<file path="config.mk">
export PLATFORM = sky130hd
export DESIGN_NAME = mips_multicycle_ctrl_flat
export DESIGN_NICKNAME = d
export VERILOG_FILES = /design/src/rtl/mips_multicycle_ctrl_if.sv /design/src/rtl/mips_multicycle_ctrl.sv /design/src/flat_wrapper.sv
export SDC_FILE = /design/constraint.sdc
export NUM_CORES = 1
export LEC_CHECK = 0
export ABC_AREA = 0
export CAP_MARGIN = 15
export CORE_MARGIN = 10
export CORE_UTILIZATION = 54
export CTS_BUF_LIST = sky130_fd_sc_hd__clkbuf_8
export CTS_CLUSTER_SIZE = 8
export DETAILED_ROUTE_END_ITERATION = 6
export GPL_ROUTABILITY_DRIVEN = 0
export GPL_TIMING_DRIVEN = 0
export HOLD_SLACK_MARGIN = 0.12
export PLACE_DENSITY = 0.86
export SYNTH_ARGS = -nofsm -noshare
export SYNTH_HDL_FRONTEND = slang
export SYNTH_SLANG_ARGS = --single-unit
</file>
<file path="constraint.sdc">
create_clock -name clk -period 3.3 [get_ports clk]
set_input_delay 0.495 -clock clk [delete_from_list [all_inputs] [get_ports clk]]
set_output_delay 0.495 -clock clk [all_outputs]
set_load 0.01 [all_outputs]
</file>
<file path="src/rtl/mips_multicycle_ctrl_if.sv">
`default_nettype none
// ============================================================================
// Module   : mips_multicycle_ctrl_if
// Purpose  : Request/ready handshake between the multi-cycle MIPS sequencing
//            controller and the shared instruction/data memory.
// Signals  : mem_req   - memory access request (controller -> memory)
//            mem_we    - write access, meaningful only with mem_req
//            iord      - address select: 0 = PC, 1 = ALUOut
//            mem_ready - memory completes the current access this cycle
// Revision : 1.0 - initial release
// ============================================================================
interface mips_multicycle_ctrl_if;
  logic mem_req;
  logic mem_we;
  logic iord;
  logic mem_ready;

  modport master (output mem_req, output mem_we, output iord, input mem_ready);
  modport slave  (input mem_req, input mem_we, input iord, output mem_ready);
endinterface
`default_nettype wire

</file>
<file path="src/rtl/mips_multicycle_ctrl.sv">
`default_nettype none
// ============================================================================
// Module   : mips_multicycle_ctrl
// Purpose  : Moore sequencing controller for a multi-cycle MIPS datapath with
//            one shared memory, an IR and a single reused ALU. Steps each
//            instruction through fetch/decode/execute/memory/writeback,
//            counts retired instructions and traps on an illegal opcode or
//            a memory timeout.
// Ports    : clk, nrst (synchronous, active low)
//            opcode        - IR[31:26], valid from DECODE onward
//            mem           - memory handshake (mem_req/mem_we/iord/mem_ready)
//            ir_write, pc_write, pc_write_cond, branch_ne, pc_source,
//            alu_src_a, alu_src_b, alu_op, reg_write, reg_dst, mem_to_reg
//                          - datapath selects and enables
//            halted        - controller sits in TRAP
//            bus_error     - sticky memory timeout flag
//            illegal_op    - sticky unknown-opcode flag
//            instr_count   - retired-instruction counter (wraps)
//            state_dbg     - current state encoding
// Revision : 1.0 - initial release
// ============================================================================
module mips_multicycle_ctrl #(
  parameter int unsigned MEM_TIMEOUT = 16,
  parameter int unsigned CNT_W       = 32
) (
  input  wire logic              clk,
  input  wire logic              nrst,
  input  wire logic [5:0]        opcode,
  mips_multicycle_ctrl_if.master mem,
  output logic                   ir_write,
  output logic                   pc_write,
  output logic                   pc_write_cond,
  output logic                   branch_ne,
  output logic [1:0]             pc_source,
  output logic                   alu_src_a,
  output logic [1:0]             alu_src_b,
  output logic [1:0]             alu_op,
  output logic                   reg_write,
  output logic [1:0]             reg_dst,
  output logic [1:0]             mem_to_reg,
  output logic                   halted,
  output logic                   bus_error,
  output logic                   illegal_op,
  output logic [CNT_W-1:0]       instr_count,
  output logic [3:0]             state_dbg
);

  localparam logic [5:0] OP_RTYPE = 6'b000000;
  localparam logic [5:0] OP_LW    = 6'b100011;
  localparam logic [5:0] OP_SW    = 6'b101011;
  localparam logic [5:0] OP_BEQ   = 6'b000100;
  localparam logic [5:0] OP_BNE   = 6'b000101;
  localparam logic [5:0] OP_J     = 6'b000010;
  localparam logic [5:0] OP_JAL   = 6'b000011;
  localparam logic [5:0] OP_ADDI  = 6'b001000;
  localparam logic [5:0] OP_ANDI  = 6'b001100;
  localparam logic [5:0] OP_ORI   = 6'b001101;
  localparam logic [5:0] OP_SLTI  = 6'b001010;

  // The wait counter only needs to reach MEM_TIMEOUT-1: the limit is hit on
  // the cycle where that value is present and mem_ready is still low.
  localparam int unsigned TW = (MEM_TIMEOUT > 1) ? $clog2(MEM_TIMEOUT) : 1;
  localparam logic [TW-1:0] TMO_LAST = TW'((MEM_TIMEOUT > 0) ? MEM_TIMEOUT - 1 : 0);

  typedef enum logic [3:0] {
    IDLE      = 4'd0,
    FETCH     = 4'd1,
    DECODE    = 4'd2,
    MEM_ADDR  = 4'd3,
    MEM_READ  = 4'd4,
    MEM_WB    = 4'd5,
    MEM_WRITE = 4'd6,
    EXEC_R    = 4'd7,
    WB_R      = 4'd8,
    EXEC_I    = 4'd9,
    WB_I      = 4'd10,
    BRANCH    = 4'd11,
    JUMP      = 4'd12,
    TRAP      = 4'd15
  } state_t;

  state_t        state;
  state_t        next_state;
  logic [TW-1:0] tmo_cnt;
  logic          wait_state;
  logic          tmo_hit;
  logic          retire;
  logic          illegal_set;
  logic          mem_req_c;
  logic          mem_we_c;
  logic          iord_c;

  assign wait_state = (state == FETCH) || (state == MEM_READ) || (state == MEM_WRITE);
  // A mem_ready arriving on the limit cycle completes the access normally.
  assign tmo_hit    = (MEM_TIMEOUT != 0) && wait_state && !mem.mem_ready && (tmo_cnt == TMO_LAST);

  assign mem.mem_req = mem_req_c;
  assign mem.mem_we  = mem_we_c;
  assign mem.iord    = iord_c;
  assign state_dbg   = state;

  // --------------------------------------------------------------------------
  // State, counters and sticky flags
  // --------------------------------------------------------------------------
  always_ff @(posedge clk) begin
    if (!nrst) begin
      state       <= IDLE;
      tmo_cnt     <= '0;
      instr_count <= '0;
      bus_error   <= 1'b0;
      illegal_op  <= 1'b0;
    end else begin
      state <= next_state;
      if (wait_state && !mem.mem_ready && !tmo_hit)
        tmo_cnt <= tmo_cnt + 1'b1;
      else
        tmo_cnt <= '0;
      if (retire)
        instr_count <= instr_count + 1'b1;
      if (tmo_hit)
        bus_error <= 1'b1;
      if (illegal_set)
        illegal_op <= 1'b1;
    end
  end

  // --------------------------------------------------------------------------
  // Next state and Moore outputs
  // --------------------------------------------------------------------------
  always_comb begin
    next_state    = state;
    mem_req_c     = 1'b0;
    mem_we_c      = 1'b0;
    iord_c        = 1'b0;
    ir_write      = 1'b0;
    pc_write      = 1'b0;
    pc_write_cond = 1'b0;
    branch_ne     = 1'b0;
    pc_source     = 2'b00;
    alu_src_a     = 1'b0;
    alu_src_b     = 2'b00;
    alu_op        = 2'b00;
    reg_write     = 1'b0;
    reg_dst       = 2'b00;
    mem_to_reg    = 2'b00;
    halted        = 1'b0;
    retire        = 1'b0;
    illegal_set   = 1'b0;

    case (state)
      IDLE: next_state = FETCH;

      FETCH: begin
        mem_req_c = 1'b1;
        alu_src_b = 2'b01;            // PC + 4
        ir_write  = mem.mem_ready;    // IR and PC update only when data arrives
        pc_write  = mem.mem_ready;
        if (mem.mem_ready) next_state = DECODE;
        else if (tmo_hit)  next_state = TRAP;
      end

      DECODE: begin
        alu_src_b = 2'b11;            // speculative branch target into ALUOut
        case (opcode)
          OP_RTYPE:                          next_state = EXEC_R;
          OP_LW, OP_SW:                      next_state = MEM_ADDR;
          OP_BEQ, OP_BNE:                    next_state = BRANCH;
          OP_J, OP_JAL:                      next_state = JUMP;
          OP_ADDI, OP_ANDI, OP_ORI, OP_SLTI: next_state = EXEC_I;
          default: begin
            next_state  = TRAP;
            illegal_set = 1'b1;
          end
        endcase
      end

      MEM_ADDR: begin
        alu_src_a  = 1'b1;
        alu_src_b  = 2'b10;
        next_state = (opcode == OP_SW) ? MEM_WRITE : MEM_READ;
      end

      MEM_READ: begin
        mem_req_c = 1'b1;
        iord_c    = 1'b1;
        if (mem.mem_ready) next_state = MEM_WB;
        else if (tmo_hit)  next_state = TRAP;
      end

      MEM_WB: begin
        reg_write  = 1'b1;
        mem_to_reg = 2'b01;
        retire     = 1'b1;
        next_state = FETCH;
      end

      MEM_WRITE: begin
        mem_req_c = 1'b1;
        mem_we_c  = 1'b1;
        iord_c    = 1'b1;
        if (mem.mem_ready) begin
          retire     = 1'b1;
          next_state = FETCH;
        end else if (tmo_hit) begin
          next_state = TRAP;
        end
      end

      EXEC_R: begin
        alu_src_a  = 1'b1;
        alu_op     = 2'b10;
        next_state = WB_R;
      end

      WB_R: begin
        reg_write  = 1'b1;
        reg_dst    = 2'b01;
        retire     = 1'b1;
        next_state = FETCH;
      end

      EXEC_I: begin
        alu_src_a  = 1'b1;
        alu_src_b  = 2'b10;
        alu_op     = 2'b11;
        next_state = WB_I;
      end

      WB_I: begin
        reg_write  = 1'b1;
        retire     = 1'b1;
        next_state = FETCH;
      end

      BRANCH: begin
        alu_src_a     = 1'b1;
        alu_op        = 2'b01;
        pc_write_cond = 1'b1;
        pc_source     = 2'b01;
        branch_ne     = (opcode == OP_BNE);
        retire        = 1'b1;
        next_state    = FETCH;
      end

      JUMP: begin
        pc_write  = 1'b1;
        pc_source = 2'b10;
        // jal links to r31; PC already holds PC+4 from FETCH.
        if (opcode == OP_JAL) begin
          reg_write  = 1'b1;
          reg_dst    = 2'b10;
          mem_to_reg = 2'b10;
        end
        retire     = 1'b1;
        next_state = FETCH;
      end

      TRAP: halted = 1'b1;

      default: next_state = IDLE;
    endcase
  end

endmodule
`default_nettype wire

</file>
<file path="src/flat_wrapper.sv">
// flat-port wrapper written by rule: the top's interface ports become plain ports
module mips_multicycle_ctrl_flat 
#(
  parameter int unsigned MEM_TIMEOUT = 16,
  parameter int unsigned CNT_W       = 32
)
  (clk, nrst, opcode, ir_write, pc_write, pc_write_cond, branch_ne, pc_source, alu_src_a, alu_src_b, alu_op, reg_write, reg_dst, mem_to_reg, halted, bus_error, illegal_op, instr_count, state_dbg, mem_mem_req, mem_mem_we, mem_iord, mem_mem_ready);
  mips_multicycle_ctrl_if mem_i ();
  input  wire logic clk;
  input  wire logic nrst;
  input  wire logic [5:0] opcode;
  output logic ir_write;
  output logic pc_write;
  output logic pc_write_cond;
  output logic branch_ne;
  output logic [1:0] pc_source;
  output logic alu_src_a;
  output logic [1:0] alu_src_b;
  output logic [1:0] alu_op;
  output logic reg_write;
  output logic [1:0] reg_dst;
  output logic [1:0] mem_to_reg;
  output logic halted;
  output logic bus_error;
  output logic illegal_op;
  output logic [CNT_W-1:0] instr_count;
  output logic [3:0] state_dbg;
  output wire logic [$bits(mem_i.mem_req)-1:0] mem_mem_req;
  output wire logic [$bits(mem_i.mem_we)-1:0] mem_mem_we;
  output wire logic [$bits(mem_i.iord)-1:0] mem_iord;
  input wire logic [$bits(mem_i.mem_ready)-1:0] mem_mem_ready;
  assign mem_mem_req = mem_i.mem_req;
  assign mem_mem_we = mem_i.mem_we;
  assign mem_iord = mem_i.iord;
  assign mem_i.mem_ready = mem_mem_ready;
  mips_multicycle_ctrl #(.MEM_TIMEOUT(MEM_TIMEOUT), .CNT_W(CNT_W)) u_core (.clk(clk), .nrst(nrst), .opcode(opcode), .mem(mem_i), .ir_write(ir_write), .pc_write(pc_write), .pc_write_cond(pc_write_cond), .branch_ne(branch_ne), .pc_source(pc_source), .alu_src_a(alu_src_a), .alu_src_b(alu_src_b), .alu_op(alu_op), .reg_write(reg_write), .reg_dst(reg_dst), .mem_to_reg(mem_to_reg), .halted(halted), .bus_error(bus_error), .illegal_op(illegal_op), .instr_count(instr_count), .state_dbg(state_dbg));
endmodule
</file>
==> metrics <==
compound-gate portion of the synthesized area 0.223; Max Root-Sink Buffers 2; Reg clk slew, reported paths 0.08 ns; Post-Layout Cell Count 425; HP Start u_core.tmo_cnt[0]; XOR/XNOR share of the synthesized area 0.0471; Starting Density 0.555; setup bufs post-CTS 0; Die H 86.9 microns; CTS H-tree depth 2; Max-cap violations 0; Post-Syn Area per Cell 7.97 sq um; commonest non-fill, non-tap cell in the layout clkdlybuf4s50_1; most frequent cells in the layout clkdlybuf4s50_1, dfxtp_1, nor2_1; Worst R2R Start u_core.state_dbg[3]; core area 4350 sq um; maximum clock frequency 0.344 GHz; Clock Power Share 0.340; GRT Util Overall 0.177; Finish-stage setup viols 0; Worst-Margin Slew 0.541 ns; cell area after synthesis 2420 sq um; internal power 0.832 mW; Worst Path Required about 2.8 ns; Cell variety after synth ~50; critical path start-end classification flop to primary output; Final nets approximately 380; hold bufs inserted after CTS 0; Most used DFF post-synth dfxtp_1; Min Clock Period, post-route around 2.9 ns; final WL 6680 microns; Setup Total Neg Slack 0 ns; CTS Sinks 42; Max IR drop VDD 0.328 mV; CP Max Fanout 10; largest net degree at the start of global routing 13; placed instance count 417; initial antenna violation count 0; CTS buffer count 5; num ports between 60 and 70; post-DP HPWL between 5000 and 6000 microns; Pre-Repair DR Iteration Count 4; total of warnings raised by yosys 0; synthesis-to-layout area growth 32.8%; first-pass GRT wire length 11400 microns; final period utilization 0.880; worst skew pair latency 0.28 ns; synthesized netlist cell count 303; initial detailed-routing violation count 137; post-synthesis adder-cell area fraction 0.0104; CTS tree yes; syn nets about 310; row count 24; status finished, final reports clean; average via count per standard cell 5.89; Worst Hold Class flop to flop; nature of the critical path startpoint flop; flops & latches, synth 42; post-synthesis mux area share 0.0129; CTS root buffer clkbuf_8; Post-synth EDFFs 0; Critical Path Sink Type primary output; final-report hold violation count 0; DR DRC count 0; number of global-route vias before repair around 2.5k; Antenna Violating Nets Remaining 0; Sw Share 0.265; asr flop ratio synth 0; Reg power frac 0.467; Die Area 7550 sq um; layout cells sized above 1 0.0617; register area share after synthesis 0.348; P_leak 1.07 nW; pwr dens 353 nW/um^2; vias roughly 2.5k; CTS resizes 0; PortBufs 62; Slew headroom 0.636; diode count 0; RSZ-0062 raised after global routing false; post-synthesis simple-gate area fraction 0.300; largest family of logic cells by synthesized area simple AND/OR/NAND/NOR gates; sw power roughly 0.30 mW; Critical Path Source u_core.state_dbg[3]; # fillers 348; arrival time worst endpoint ~2.4 ns; Clock Skew 0.00925 ns; grt total ovfl 0; combinational fraction of design power 0.193; Slew Limit Fails 0; Routed WL per cell 15.7 microns; chip width 86.9 microns
worst max-delay path, cell delays in order (launching register included):
cell and delay (ns):
dfxtp_1 0.35, clkbuf_1 0.30, clkbuf_1 0.36, nand2b_1 0.20, nor2_1 0.07, or3_1 0.36, clkdlybuf4s50_1 0.49
cells in the mapped netlist, drive strengths merged, types with 5 or more instances:
cell | number | area, sq um
a21oi | 24 | 124
buf | 9 | 55.0
clkbuf | 12 | 46.3
dfxtp | 42 | 841
inv | 11 | 41.3
nand2 | 18 | 67.6
nand2b | 11 | 68.8
nand3 | 10 | 50.1
nand4 | 7 | 50.1
nor2 | 29 | 109
nor3 | 12 | 71.3
nor4 | 8 | 50.1
o2111ai | 5 | 43.8
o211ai | 5 | 65.1
o21a | 10 | 75.1
o21ai | 18 | 90.1
o31ai | 5 | 37.5
or3 | 12 | 75.1
or4 | 6 | 45.0
xor2 | 9 | 78.8
logic make-up after synthesis:
kind of cell | Yosys count
AOI/OAI and AO/OA | 79
xor gates and xnor gates | 13
buffers and inverters | 32
and+or+nand+nor | 132
muxes | 3
DFF | 42
adders and majority gates | 2
metal layers:
| layer | global-route usage | up-vias | routed length (microns) |
|---|---|---|---|
| li1 | - | 1251 | - |
| met1 | 0.209 | 1166 | 2820 |
| met2 | 0.290 | 81 | 3200 |
| met3 | 0.0740 | 6 | 588 |
| met4 | 0.0383 | 0 | 59 |
| met5 | 0 | - | 0 |
final timing paths:
| check | endpoint | slack [ns] | cells after the start |
|---|---|---|---|
| worst max register to register | u_core.instr_count[18] | 1.32 | 6 |
| worst max-delay path | reg_write | 0.40 | 6 |
| worst min register to register | u_core.tmo_cnt[0] | 0.46 | 1 |
| worst min-delay path | u_core.tmo_cnt[0] | 0.46 | 1 |
state kept, by name, summed over array words and instances, names as in the netlist:
| name | flops |
|---|---|
| u_core.bus_error | 1 |
| u_core.illegal_op | 1 |
| u_core.instr_count | 32 |
| u_core.state_dbg | 4 |
| u_core.tmo_cnt | 4 |
area by class of cell:
class                   instances  area, sq um  area share
repair buffers                 62          621       0.193
well taps                      52         65.1      0.0203
clock inverters                 3         37.5      0.0117
plain buffers                  21          101      0.0316
multi-input cells             229         1430       0.447
clock buffers                   5         68.8      0.0215
flip-flops and latches         42          841       0.262
inverters                      11         41.3      0.0129
power by group through the flow:
stage	clock [mW]	sequential, mW	combinational (mW)
after CTS	0.393	0.529	0.217
after floorplan	0	0.541	0.121
after global routing	0.417	0.531	0.238
final	0.385	0.529	0.219
after global placement	0	0.540	0.212
after detailed placement	0	0.541	0.215
metrics by stage:
stage	instance area [sq um]	hold slack, ns	total power [mW]	util	setup slack, ns
6_report	3210	0.460	1.13	0.737	0.396
5_1_grt	3210	0.501	1.19	0.737	0.263
4_1_cts	3210	0.459	1.14	0.737	0.416
3_5_place_dp	3100	0.447	0.755	0.712	0.574
3_3_place_gp	3100	0.430	0.753	0.712	0.552
2_1_floorplan	2420	0.418	0.663	-	1.07
Note: power is estimated with default switching activity, not from simulation.
==> RTL change (config.mk and constraints unchanged) <==
`CNT_W` is set to 32 in 2 places; all go to 64.
--- a/src/rtl/mips_multicycle_ctrl.sv
+++ b/src/rtl/mips_multicycle_ctrl.sv
@@ -22,5 +22,5 @@
 module mips_multicycle_ctrl #(
   parameter int unsigned MEM_TIMEOUT = 16,
-  parameter int unsigned CNT_W       = 32
+  parameter int unsigned CNT_W       = 64
 ) (
   input  wire logic              clk,
--- a/src/flat_wrapper.sv
+++ b/src/flat_wrapper.sv
@@ -3,5 +3,5 @@
 #(
   parameter int unsigned MEM_TIMEOUT = 16,
-  parameter int unsigned CNT_W       = 32
+  parameter int unsigned CNT_W       = 64
 )
   (clk, nrst, opcode, ir_write, pc_write, pc_write_cond, branch_ne, pc_source, alu_src_a, alu_src_b, alu_op, reg_write, reg_dst, mem_to_reg, halted, bus_error, illegal_op, instr_count, state_dbg, mem_mem_req, mem_mem_we, mem_iord, mem_mem_ready);
Interface: changed (resized instr_count); port bits go from 67 to 99. No check against the original RTL was run, so the function may have changed too.
==> RTL change against the unedited design <==
- global-route usage rose by 3.8 points
- via count rose by 80%
- synthesized area rose by 70%
- critical path depth did not move
- setup slack got worse by 0.15 ns
- clock power rose by 82%
- sequential cell count rose by 32
- final area rose by 68%
- total power rose by 62%
- wire length rose by 89%
- largest cell class unchanged
==> RTL change: results (changes against the unedited design) <==
initial DRC count 247 (+80%); clk_lat worst skew 0.36 ns (+0.08 ns); clk sinks 74 (+76%); crit path to reg_dst[1]; Layout fillers 588 (+69%); Longest Clk Path Bufs 2 (unchanged); share of layout cells above drive strength 1 6.51% (+0.34 points); R2R depth 8 (+2); CP Max Fanout 4 (-6); per-cell routed wire length 17.3 microns (+10%); first-pass GRT wire length 20.7 mm (+83%); CP max stage cell clkdlybuf4s50_1; synth top area cells dfxtp_1 (36%), a21oi_1 (6.1%), nor2_1 (4.2%), or4_1 (3.8%), o21ai_0 (3.8%); crit path launch opcode[5]; Final #Nets 636 (+66%); DR vias/cell 6.20 (+5.2%); Setup Buffers After CTS 0 (unchanged); n_diodes 0 (unchanged); Worst VDD drop 339 uV (+3.5%); drt pass-1 iters 5 (+1); largest net degree at the start of global routing 14 (+1); Largest register FFs 64 (+100%); global-route met3 utilization 6.47% (-0.93 points); antenna violations before repair 0 (unchanged); TritonCTS buffer count 9 (+4); M1 GR Usage 25.5% (+4.5 points); Post-synth ARST share 0% (unchanged); Syn Nets 528 (+68%); DP HPWL 9.22 mm (+83%); WP data arrival 2.56 ns (+0.15 ns); Netlist cell types 58 (+18%); status complete, no violations; HP Class reg2reg; leak pwr 1.69 nW (+58%); Biggest register u_core.instr_count; vias in the first global route 4271 (+74%); post-synthesis sequential area ratio 36.1% (+1.3 points); Worst-path clk slew 0.08 ns (about the same); H-tree levels 3 (+1); reg2reg end u_core.instr_count[31]; GRT met2 Usage 36.3% (+7.3 points); Syn Inst Count 517 (+71%); RR Startpoint u_core.state_dbg[3]; top_reg_cell synth dfxtp_1; most frequent cells after synthesis dfxtp_1 (74), a21oi_1 (50), nor2_1 (46); Post-DP Area 5190 sq um (+67%); flop-to-flop setup slack 0.87 ns (-0.45 ns); largest stage delay on the critical path 0.53 ns (+0.04 ns); DRC 0 (unchanged); worst-margin pin slew 0.943 ns (+0.401 ns); setup TNS 0 ns (unchanged); yosys warns 0 (unchanged); Root Driver clkbuf_8; number of port buffers 97 (+56%); placed insts 713 (+71%); via count 4518 (+80%); Finished Core Util 73.5% (-0.17 points); Setup Skew 0.0158 ns (+0.00651 ns); gr usage total 21.5% (+3.8 points)
## RTL change: changes by cell type in the layout (fill, tap and decap cells not counted), sizes merged, moves of 18 or more
cell / before / now
nand3: 10 / 28
a21oi: 24 / 52
nand2: 18 / 40
dfxtp: 42 / 74
clkdlybuf4s50: 62 / 97
nand4: 7 / 25
## RTL change: report_power, final
group / total (W) / leakage [nW] / switching [W] / internal (W)
clock: 0.000702 / 0.101 / 0.000354 / 0.000348
sequential: 0.000915 / 0.597 / 0.0000134 / 0.000902
combinational: 0.000219 / 0.996 / 0.000124 / 0.0000951
## RTL change: cells by family (layout without fill, tap and decap cells)
logic type	after synthesis	count (layout)	synth area share (%)
AO/OA/AOI/OAI	139	139	21.5
XOR/XNOR	18	18	3.84
flip-flops	74	74	36.1
buffers and inverters	41	154	4.42
adder cells (fa/ha/maj)	2	2	0.610
AND/OR/NAND/NOR	241	241	33.0
multiplexers	2	2	0.488
## RTL change: layout make-up
class | instances | share of cell area (%)
Sequential cell | 74 | 27.5
Buffer | 28 | 2.48
Timing Repair Buffer | 97 | 18.0
Clock buffer | 9 | 2.30
Multi-Input combinational cell | 402 | 45.2
Tap cell | 99 | 2.30
Clock inverter | 7 | 1.28
Inverter | 13 | 0.906
## RTL change: what timing repair did
action                     in CTS  in global routing
gates resized for setup         0                  2
setup endpoints to repair       0                  1
hold buffers                    0                  0
## RTL change: critical path, delay by kind of cell
kind | cells | cell delay (ns)
buf+inv | 3 | 1.16
simple gates | 3 | 0.89
## RTL change: metrics by stage
step / setup slack [ns] / hold slack, ns
floorplan: 1.16 / 0.418
global placement: 0.330 / 0.433
detailed placement: 0.305 / 0.457
CTS: 0.152 / 0.470
global route: 0.139 / 0.488
finish: 0.249 / 0.463
## RTL change: how the worst min path moves through the flow
stage	from	slack (ns)	cells after the start	endpoint
finish	u_core.tmo_cnt[0]	0.46	1	u_core.tmo_cnt[0]
global route	u_core.tmo_cnt[0]	0.49	1	u_core.tmo_cnt[0]
CTS	u_core.tmo_cnt[0]	0.47	1	u_core.tmo_cnt[0]
detailed placement	u_core.tmo_cnt[0]	0.46	1	u_core.tmo_cnt[0]
global placement	u_core.tmo_cnt[0]	0.43	1	u_core.tmo_cnt[0]
floorplan	u_core.tmo_cnt[0]	0.42	1	u_core.tmo_cnt[0]
## RTL change: per-layer routing
metal,wire length [microns],share of wire (%)
met1,5020,40
met3,1110,8.8
met4,208,1.6
met5,0,0
met2,6310,50
